$ cat src/rtl/ctrl_pkg.sv
// rtl/ctrl_pkg.sv - shared state, opcode, pc_src and instruction-class definitions for ctrl_fsm
package ctrl_pkg;

    typedef enum logic [2:0] {
        ST_FETCH  = 3'd0,
        ST_DECODE = 3'd1,
        ST_EXEC   = 3'd2,
        ST_MEM    = 3'd3,
        ST_WB     = 3'd4,
        ST_TRAP   = 3'd5
    } state_t;

    localparam logic [6:0] OP_LOAD   = 7'b0000011;
    localparam logic [6:0] OP_STORE  = 7'b0100011;
    localparam logic [6:0] OP_BRANCH = 7'b1100011;
    localparam logic [6:0] OP_OP     = 7'b0110011;
    localparam logic [6:0] OP_IMM    = 7'b0010011;
    localparam logic [6:0] OP_LUI    = 7'b0110111;
    localparam logic [6:0] OP_AUIPC  = 7'b0010111;
    localparam logic [6:0] OP_JAL    = 7'b1101111;
    localparam logic [6:0] OP_JALR   = 7'b1100111;

    localparam logic [1:0] PC_SRC_SEQ = 2'd0;  // pc + 4
    localparam logic [1:0] PC_SRC_REL = 2'd1;  // pc + imm
    localparam logic [1:0] PC_SRC_REG = 2'd2;  // rs1 + imm

    typedef enum logic [2:0] {
        CL_BRANCH,
        CL_LOAD,
        CL_STORE,
        CL_ALU_REG,
        CL_ALU_IMM,
        CL_JAL,
        CL_JALR,
        CL_ILLEGAL
    } op_class_t;

    // Collapse opcode/funct3 into the handful of sequencing classes the FSM cares about.
    // Load funct3 of 3, 6 or 7 and store funct3 above 2 classify as illegal.
    function automatic op_class_t classify(input logic [6:0] opcode, input logic [2:0] funct3);
        op_class_t c;
        case (opcode)
            OP_BRANCH:                c = CL_BRANCH;
            OP_LOAD:                  c = (funct3 == 3'd3 || funct3 >= 3'd6) ? CL_ILLEGAL : CL_LOAD;
            OP_STORE:                 c = (funct3 > 3'd2) ? CL_ILLEGAL : CL_STORE;
            OP_OP:                    c = CL_ALU_REG;
            OP_IMM, OP_LUI, OP_AUIPC: c = CL_ALU_IMM;
            OP_JAL:                   c = CL_JAL;
            OP_JALR:                  c = CL_JALR;
            default:                  c = CL_ILLEGAL;
        endcase
        return c;
    endfunction

endpackage

$ cat src/rtl/ack_timer.sv
// rtl/ack_timer.sv - saturating wait counter used to bound fetch and memory acknowledge waits
module ack_timer #(
    parameter int MEM_TIMEOUT = 255
) (
    input  logic clk,
    input  logic rst,
    input  logic clear,
    input  logic enable,
    output logic expired
);

    logic [7:0] r_count;

    // Count ack-low cycles; hold at the limit so a wait that is allowed to continue never wraps
    always_ff @(posedge clk or posedge rst) begin
        if (rst) begin
            r_count <= 8'd0;
        end else if (clear) begin
            r_count <= 8'd0;
        end else if (enable && !expired) begin
            r_count <= r_count + 8'd1;
        end
    end

    assign expired = (r_count == 8'(MEM_TIMEOUT));

endmodule

$ cat src/rtl/ctrl_fsm.sv
// rtl/ctrl_fsm.sv - multi-cycle instruction sequencer; define CTRL_FSM_TRAP_EN to trap on illegal encodings and ack timeouts
module ctrl_fsm
    import ctrl_pkg::*;
#(
    parameter int MEM_TIMEOUT = 255
) (
    input  logic        clk,
    input  logic        rst,
    input  logic [6:0]  opcode,
    input  logic [2:0]  funct3,
    input  logic        br_taken,
    output logic        imem_req,
    input  logic        imem_ack,
    output logic        dmem_req,
    output logic        dmem_we,
    input  logic        dmem_ack,
    output logic        ir_we,
    output logic        rf_we,
    output logic        pc_we,
    output logic [1:0]  pc_src,
    output logic        alu_b_imm,
    output logic        retire,
    output logic [31:0] instret,
    output logic [2:0]  state,
    output logic        fault
);

`ifdef CTRL_FSM_TRAP_EN
    localparam bit TRAP_EN = 1'b1;
`else
    localparam bit TRAP_EN = 1'b0;
`endif

    state_t      r_state;
    op_class_t   r_cls;
    logic [31:0] r_instret;
    logic        r_fault;

    op_class_t   w_cls;
    logic        w_in_wait;
    logic        w_ack;
    logic        w_expired;
    logic        w_timeout;

    assign w_cls     = classify(opcode, funct3);
    assign w_in_wait = (r_state == ST_FETCH) || (r_state == ST_MEM);
    // Only the ack belonging to the current wait state is honoured
    assign w_ack     = ((r_state == ST_FETCH) && imem_ack) || ((r_state == ST_MEM) && dmem_ack);
    // An ack in the very cycle the limit is reached still wins over the timeout
    assign w_timeout = TRAP_EN && w_in_wait && !w_ack && w_expired;

    // Timer is held clear outside the wait states, so it starts from zero on every entry
    ack_timer #(
        .MEM_TIMEOUT (MEM_TIMEOUT)
    ) u_ack_timer (
        .clk     (clk),
        .rst     (rst),
        .clear   (!w_in_wait || w_ack),
        .enable  (w_in_wait && !w_ack),
        .expired (w_expired)
    );

    // Strobes decoded from the registered state plus live inputs; all forced low during reset
    always_comb begin
        imem_req  = 1'b0;
        ir_we     = 1'b0;
        dmem_req  = 1'b0;
        dmem_we   = 1'b0;
        rf_we     = 1'b0;
        pc_we     = 1'b0;
        pc_src    = PC_SRC_SEQ;
        alu_b_imm = 1'b0;
        retire    = 1'b0;
        if (!rst) begin
            case (r_state)
                ST_FETCH: begin
                    imem_req = 1'b1;
                    ir_we    = imem_ack;
                end
                ST_EXEC: begin
                    case (w_cls)
                        CL_BRANCH: begin
                            pc_we  = 1'b1;
                            pc_src = br_taken ? PC_SRC_REL : PC_SRC_SEQ;
                            retire = 1'b1;
                        end
                        CL_LOAD, CL_STORE, CL_ALU_IMM, CL_JAL, CL_JALR: begin
                            alu_b_imm = 1'b1;
                        end
                        CL_ALU_REG: begin
                        end
                        default: begin
                            // Without trapping, an illegal encoding simply retires as a NOP
                            pc_we  = !TRAP_EN;
                            retire = !TRAP_EN;
                        end
                    endcase
                end
                ST_MEM: begin
                    dmem_req = 1'b1;
                    dmem_we  = (r_cls == CL_STORE);
                    if (dmem_ack && r_cls == CL_STORE) begin
                        pc_we  = 1'b1;
                        retire = 1'b1;
                    end
                end
                ST_WB: begin
                    rf_we  = 1'b1;
                    pc_we  = 1'b1;
                    retire = 1'b1;
                    if (r_cls == CL_JAL) begin
                        pc_src = PC_SRC_REL;
                    end else if (r_cls == CL_JALR) begin
                        pc_src = PC_SRC_REG;
                    end
                end
                default: begin
                end
            endcase
        end
    end

    // Sequencer state, latched instruction class, retired count and sticky fault
    always_ff @(posedge clk or posedge rst) begin
        if (rst) begin
            r_state   <= ST_FETCH;
            r_cls     <= CL_ILLEGAL;
            r_instret <= 32'd0;
            r_fault   <= 1'b0;
        end else begin
            if (retire) begin
                r_instret <= r_instret + 32'd1;
            end
            case (r_state)
                ST_FETCH: begin
                    if (imem_ack) begin
                        r_state <= ST_DECODE;
                    end else if (w_timeout) begin
                        r_state <= ST_TRAP;
                        r_fault <= 1'b1;
                    end
                end
                ST_DECODE: begin
                    r_state <= ST_EXEC;
                end
                ST_EXEC: begin
                    r_cls <= w_cls;
                    case (w_cls)
                        CL_BRANCH:                               r_state <= ST_FETCH;
                        CL_LOAD, CL_STORE:                       r_state <= ST_MEM;
                        CL_ALU_REG, CL_ALU_IMM, CL_JAL, CL_JALR: r_state <= ST_WB;
                        default: begin
                            if (TRAP_EN) begin
                                r_state <= ST_TRAP;
                                r_fault <= 1'b1;
                            end else begin
                                r_state <= ST_FETCH;
                            end
                        end
                    endcase
                end
                ST_MEM: begin
                    if (dmem_ack) begin
                        r_state <= (r_cls == CL_LOAD) ? ST_WB : ST_FETCH;
                    end else if (w_timeout) begin
                        r_state <= ST_TRAP;
                        r_fault <= 1'b1;
                    end
                end
                ST_WB: begin
                    r_state <= ST_FETCH;
                end
                ST_TRAP: begin
                    r_state <= ST_TRAP;
                end
                default: begin
                    r_state <= ST_FETCH;
                end
            endcase
        end
    end

    assign instret = r_instret;
    assign state   = r_state;
    assign fault   = r_fault;

endmodule

$ cat config.mk
export PLATFORM = sky130hd
export DESIGN_NAME = ctrl_fsm
export DESIGN_NICKNAME = d
export VERILOG_FILES = /design/src/rtl/ctrl_pkg.sv /design/src/rtl/ack_timer.sv /design/src/rtl/ctrl_fsm.sv
export SDC_FILE = /design/constraint.sdc
export NUM_CORES = 1
export LEC_CHECK = 0
export ABC_AREA = 1
export ABC_CLOCK_PERIOD_IN_PS = 3400
export CAP_MARGIN = 20
export CORE_MARGIN = 1
export CORE_UTILIZATION = 51
export CTS_CLUSTER_DIAMETER = 40
export DETAILED_ROUTE_END_ITERATION = 8
export MAX_ROUTING_LAYER = met4
export PLACE_DENSITY = 0.81
export SLEW_MARGIN = 20
export SYNTH_ARGS = -nofsm -noshare
export SYNTH_HDL_FRONTEND = slang
export SYNTH_SLANG_ARGS = --single-unit
$ cat constraint.sdc
create_clock -name clk -period 3.4 [get_ports clk]
set_clock_uncertainty 0.05 [all_clocks]
set_input_delay 0.85 -clock clk [delete_from_list [all_inputs] [get_ports clk]]
set_output_delay 0.85 -clock clk [all_outputs]
set_load 0.02 [all_outputs]
# Word-level counts from Yosys, hierarchy flattened
# Index checks and enable logic that the tools add are counted.
classes:
  addsub: 1
  magnitude_cmp: 2
  n_eq_ne: 27
  mux: 31
  reduce_logical: 10
ops:
  columns: ["cell", "n"]
  rows:
  - ["adder 32 x 1 -> 32 bit (second input constant)", 1]
  - ["equality test 3 bit (second input constant)", 7]
  - ["equality test 7 x 6 -> 1 bit (second input constant)", 3]
  - ["equality test 7 bit (second input constant)", 3]
  - ["one-hot mux 3 bit (7 select lines)", 1]
  - ["equality test 3 x 2 -> 1 bit (second input constant)", 6]
  - ["two-way mux 1 bit", 18]
  - ["two-way mux 3 bit", 5]
  - ["one-hot mux 3 bit (5 select lines)", 1]
  - ["equality test 7 x 5 -> 1 bit (second input constant)", 2]
  - ["equality test 3 x 1 -> 1 bit (second input constant)", 3]
  - ["equality test 7 x 2 -> 1 bit (second input constant)", 1]
  - ["logical NOT 3 bit", 2]
  - ["two-way mux 2 bit", 3]
  - ["one-hot mux 3 bit (2 select lines)", 1]
  - ["OR reduction 6 bit", 1]
  - ["OR reduction 5 bit", 1]
  - ["inequality test 2 bit (second input constant)", 2]
  - ["one-hot mux 2 bit (2 select lines)", 1]
  - ["OR reduction 4 bit", 1]
  - [">= comparator 3 bit (second input constant)", 1]
  - ["> comparator 3 x 2 -> 1 bit (second input constant)", 1]
  - ["one-hot mux 1 bit (3 select lines)", 1]
  - ["OR reduction 3 bit", 1]
  - ["other kinds (4)", 4]
word_totals:
  register_bits: 38
  in_bits: 15
  out_inout_bits: 46
  elab_cells: 74

# Logic depth before layout (Yosys ltp)
logic_depth:
  word_depth: 9
  mapped_depth: 16
  ltp_nobuf: 15

# Least setup slack after synthesis
# OpenSTA, ideal clock, no wires.
synth_path:
  kind: "input port to output port"
  start: "input opcode[1]"
  end: "output retire"
  arrival_ns: 2.277
  required_ns: 2.500
  path_slack_ns: 0.223
  cell_stages: 15
  n_path_buf: 2
  cell_sequence: "nand2_1 -> inv_1 -> nand2_1 -> a21oi_1 -> nor2_1 -> nand2_1 -> nand2_1 -> nand2_1 -> nand3_1 -> nand2_1 -> nand2_2 -> nand2_4 -> buf_6 -> inv_1 -> buf_4"
synth_via:
  elab_chain_len: 8
  elab_cells_between_ends: 21
  classes_between: "eq/ne (15); mux (4); reduce/logical (2)"
synth_rtl:
  columns: ["item", "line", "text"]
  rows:
  - ["from (decl)", "ctrl_fsm.sv:9", "input logic [6:0] opcode,"]
  - ["equality test 7 x 5 -> 1 bit / equality test 7 x 6 -> 1 bit (equally long branches)", "ctrl_pkg.sv:42", "case (opcode)"]
  - ["OR reduction 3 bit", "ctrl_pkg.sv:42", null]
  - ["one-hot mux 3 bit (7 select lines) (*)", "ctrl_pkg.sv:42", null]
  - ["equality test 3 x 2 -> 1 bit, or another cell as far along", null, null]
  - ["OR reduction 6 bit (no source line) (*)", null, null]
  - ["two-way mux 1 bit (*)", null, null]
  - ["one-hot mux 1 bit (3 select lines) (*)", null, null]
  - ["two-way mux 1 bit (*)", null, null]
  - ["to (decl)", "ctrl_fsm.sv:22", "output logic retire,"]
# Every way passes the cells marked *; elsewhere a longest branch is shown, timed or not.

# Worst setup path after layout
layout_path:
  start: "input opcode[4]"
  end: "output pc_we"
layout_via:
  elab_chain_len: 8
  elab_cells_between_ends: 21
  classes_between: "eq/ne (15); mux (4); reduce/logical (2)"
layout_rtl:
  columns: ["item", "line", "text"]
  rows:
  - ["equality test 7 x 5 -> 1 bit / equality test 7 x 6 -> 1 bit (equally long branches)", "ctrl_pkg.sv:42", null]
  - ["OR reduction 3 bit", "ctrl_pkg.sv:42", null]
  - ["one-hot mux 3 bit (7 select lines) (*)", "ctrl_pkg.sv:42", null]
  - ["equality test 3 x 2 -> 1 bit, or another cell as far along", "ctrl_fsm.sv:81", "case (w_cls)"]
  - ["OR reduction 6 bit (no source line) (*)", null, null]
  - ["two-way mux 1 bit (*)", "ctrl_fsm.sv:81", null]
  - ["one-hot mux 1 bit (3 select lines) (*)", "ctrl_fsm.sv:75", "case (r_state)"]
  - ["two-way mux 1 bit (*)", "ctrl_fsm.sv:74", "if (!rst) begin"]
  - ["to (decl)", "ctrl_fsm.sv:19", "output logic pc_we,"]
# Marks and branches as above.

==> out/metrics.csv <==
metric,value,unit
clock-pin slew on the worst setup and hold paths,0.06,ns
post-route cell area,3510,um^2
Buffers & Inverters on Critical Path,4,
hold bufs inserted after CTS,0,
dominant register cell in the synthesized netlist,dfrtp_1,
Final Power,1.39,mW
global-route wire length before repair,11.1,mm
filler cell count,433,
maximum number of buffers from clock root to sink,2,
TritonCTS clock tree,yes,
Total Die Area,5560,um^2
Post-route DRC,0,
area of the placeable core,5070,um^2
Inst Count DP,528,
ordered cell list for the critical path,clkdlybuf4s15_1 -> inv_2 -> nand2_2 -> nor2_1 -> nand2_1 -> nand2_1 -> nor2_2 -> nand2_2 -> nand2_2 -> nand2_2 -> nand3_1 -> nand2_1 -> nand2_2 -> nand2_4 -> inv_2 -> buf_6,
most area-consuming cells after synthesis,"dfrtp_1 (33%), nand2_1 (20%), nand3_1 (9.5%)",
Unique masters post-synth,32,
routed via count,2847,
final cell count without fillers,535,
num ports,61,
global-route usage over all layers,26.6,%
root buf cell,clkbuf_8,
leakage power summed over all cells,1.69,nW
class of the most critical hold timing path,register to register,
Crit path top cell by count,nand2_2,
maximum fanout encountered on the critical timing path,4,
number of cell rows,26,
Syn Nets,417,
Die X-Extent,74.6,um
area after detailed placement,3360,um^2
final global-route overflow total,0,
cell type group with the largest total delay on the critical path,simple AND/OR/NAND/NOR gates,
fraction of final layout cells sized beyond drive strength 1,12.7,%
area overhead of the layout relative to synthesis,30.6,%
clk sink count,38,
Slew HR,49.2,%
DR pass1 iterations,5,
number of flops mapped to enable cells by yosys,0,
areal power density over the cells,397,nW/um^2
netlist area before placement,2690,um^2
Worst Max-Slew Pin Slew,0.763,ns
endpoint kind of the worst setup timing path,primary output,
ratio of routed vias to standard cells,5.32,
effective utilization at floorplan,52.9,%
CP required,2.50,ns
classification of the worst setup path,primary input to primary output,
fin crit period,3.30,ns
slowest stage cell on the critical path,clkdlybuf4s15_1,
Detail Placement HPWL,4.94,mm
number of diodes added for antenna fixing,0,
wire length per cell,12.9,um
dominant cell by count in the synthesized netlist,nand2_1,
share of synthesized area occupied by flip-flops and latches,35.5,%
ANT nets after route,0,
arrival time reported for the critical path endpoint,2.40,ns
hold violation count in the final report,0,
CTS buffer count,5,
Syn Area/Cell,6.70,um^2
run status,"finished, final reports clean",
number of maximum-capacitance violations,0,
max-slew violations,0,
async set-or-reset flop fraction in the synthesized netlist,100,%
post-synthesis sequential element count,38,
Die Height,74.6,um
largest area contributor in the synthesized netlist,dfrtp_1,
final-report setup violation count,0,
startpoint type of the worst setup path,primary input,
pin count of the biggest net entering global routing,71,
Highest Clock Rate,303,MHz
post-synth top area share,32.6,%
latest clock arrival within the worst-skew pair,0.29,ns
share of the cycle needed by the critical path after routing,97.0,%
total wirelength of the detailed-routed design,6.92,mm
net count of the finished layout,482,
Crit path largest cell delay,0.23,ns
number of buffers added on ports,59,
placer's final routability congestion estimate,0.940,
CTS H-tree lvls,2,
most common library cells after synthesis,"nand2_1 (146), nand3_1 (51), nor2_1 (48)",
number of antenna violations at the first check in global routing,0,
yosys synthesis warning count,0,
synthesized instance count,401,
drt initial violations,252,
maximum resistive drop on vdd,286,uV
vias in the first global route,2543,
==> stage by stage <==
stage	util [%]	setup TNS [ns]	setup slack (ns)	hold WS [ns]
2_1_floorplan	-	0	0.223	0.434
3_3_place_gp	66.3	-1.65	-0.467	0.447
3_5_place_dp	66.3	-2.03	-0.615	0.457
4_1_cts	68.2	0	0.00797	0.459
5_1_grt	69.2	-0.171	-0.0798	0.502
6_report	69.2	0	0.103	0.458
==> metal layers <==
metal	wire, um	track usage [%]	share of wire (%)
met4	97	9.85	1.4
met2	3410	42.2	49
met3	413	4.47	6.0
met1	3000	34.1	43
met5	0	-	0
==> cell type report <==
cell class	instances	area, um^2	share of cell area [%]
Tap cell	70	87.6	2.50
Multi-Input combinational cell	323	1610	45.9
Clock buffer	6	82.6	2.35
Inverter	27	101	2.89
Timing Repair Buffer	71	672	19.1
Sequential cell	38	955	27.2
==> tightest hold or removal path, cell delays in order, from the launching register on <==
cell and delay, ns:
dfstp_2 0.37, inv_1 0.06, o21ai_0 0.08
==> cell families (layout without fill, tap and decap cells) <==
family                   count (synthesis)  in the layout  synth area share (%)
other                                    1              1                 0.140
buffers and inverters                   40            104                  6.89
flip-flops                              38             38                  35.5
adder cells (fa/ha/maj)                  1              1                 0.466
AND/OR/NAND/NOR                        277            277                  44.1
AO/OA/AOI/OAI                           15             15                  3.40
XOR/XNOR                                29             29                  9.46
==> registers in the layout, indices dropped and copies added (netlist names) <==
register,cells
r_cls,3
instret,32
state,3
==> layout by cell type (no fill, tap or decap), types with 2 or more instances in the layout <==
| cell | n |
|---|---|
| nand2_2 | 13 |
| a21oi_1 | 3 |
| o21ai_0 | 4 |
| clkbuf_2 | 2 |
| nand3_2 | 2 |
| dfrtp_1 | 35 |
| nand3_1 | 50 |
| nor3_1 | 6 |
| dfstp_2 | 3 |
| o211ai_1 | 2 |
| nor2_1 | 43 |
| buf_6 | 2 |
| inv_1 | 21 |
| clkdlybuf4s50_1 | 48 |
| inv_2 | 6 |
| nand4_1 | 7 |
| nor2_2 | 5 |
| a21oi_2 | 2 |
| nor4_1 | 12 |
| dlygate4sd2_1 | 2 |
| clkbuf_8 | 6 |
| buf_4 | 12 |
| xor2_1 | 15 |
| nand2_1 | 134 |
| xnor2_1 | 14 |
| dlymetal6s2s_1 | 2 |
==> worst paths after layout <==
check	from	to	slack [ns]	cells after the start
worst min-delay path	r_cls[1]$_DFFE_PP1P_	r_cls[1]$_DFFE_PP1P_	0.46	2
max in group asynchronous	rst	instret[27]$_DFFE_PP0P_	1.48	3
worst min register to register	r_cls[1]$_DFFE_PP1P_	r_cls[1]$_DFFE_PP1P_	0.46	2
min in group asynchronous	rst	instret[25]$_DFFE_PP0P_	1.31	3
worst max-delay path	opcode[4]	pc_we	0.10	16
worst max register to register	instret[0]$_DFFE_PP0P_	instret[26]$_DFFE_PP0P_	1.17	12
==> timing repair <==
| item | CTS | global route |
|---|---|---|
| setup endpoints to repair | 4 | 4 |
| pin swaps | 3 | 6 |
| gates resized for setup | 34 | 22 |
| buffers inserted | 0 | 1 |
| gates cloned | 0 | 0 |
==> where the power goes <==
| group | leakage, nW | internal [mW] | switching [mW] |
|---|---|---|---|
| clock | 0.0431 | 0.156 | 0.145 |
| sequential | 0.514 | 0.515 | 0.0588 |
| combinational | 1.13 | 0.191 | 0.327 |
Note: power is estimated with default switching activity, not from simulation.
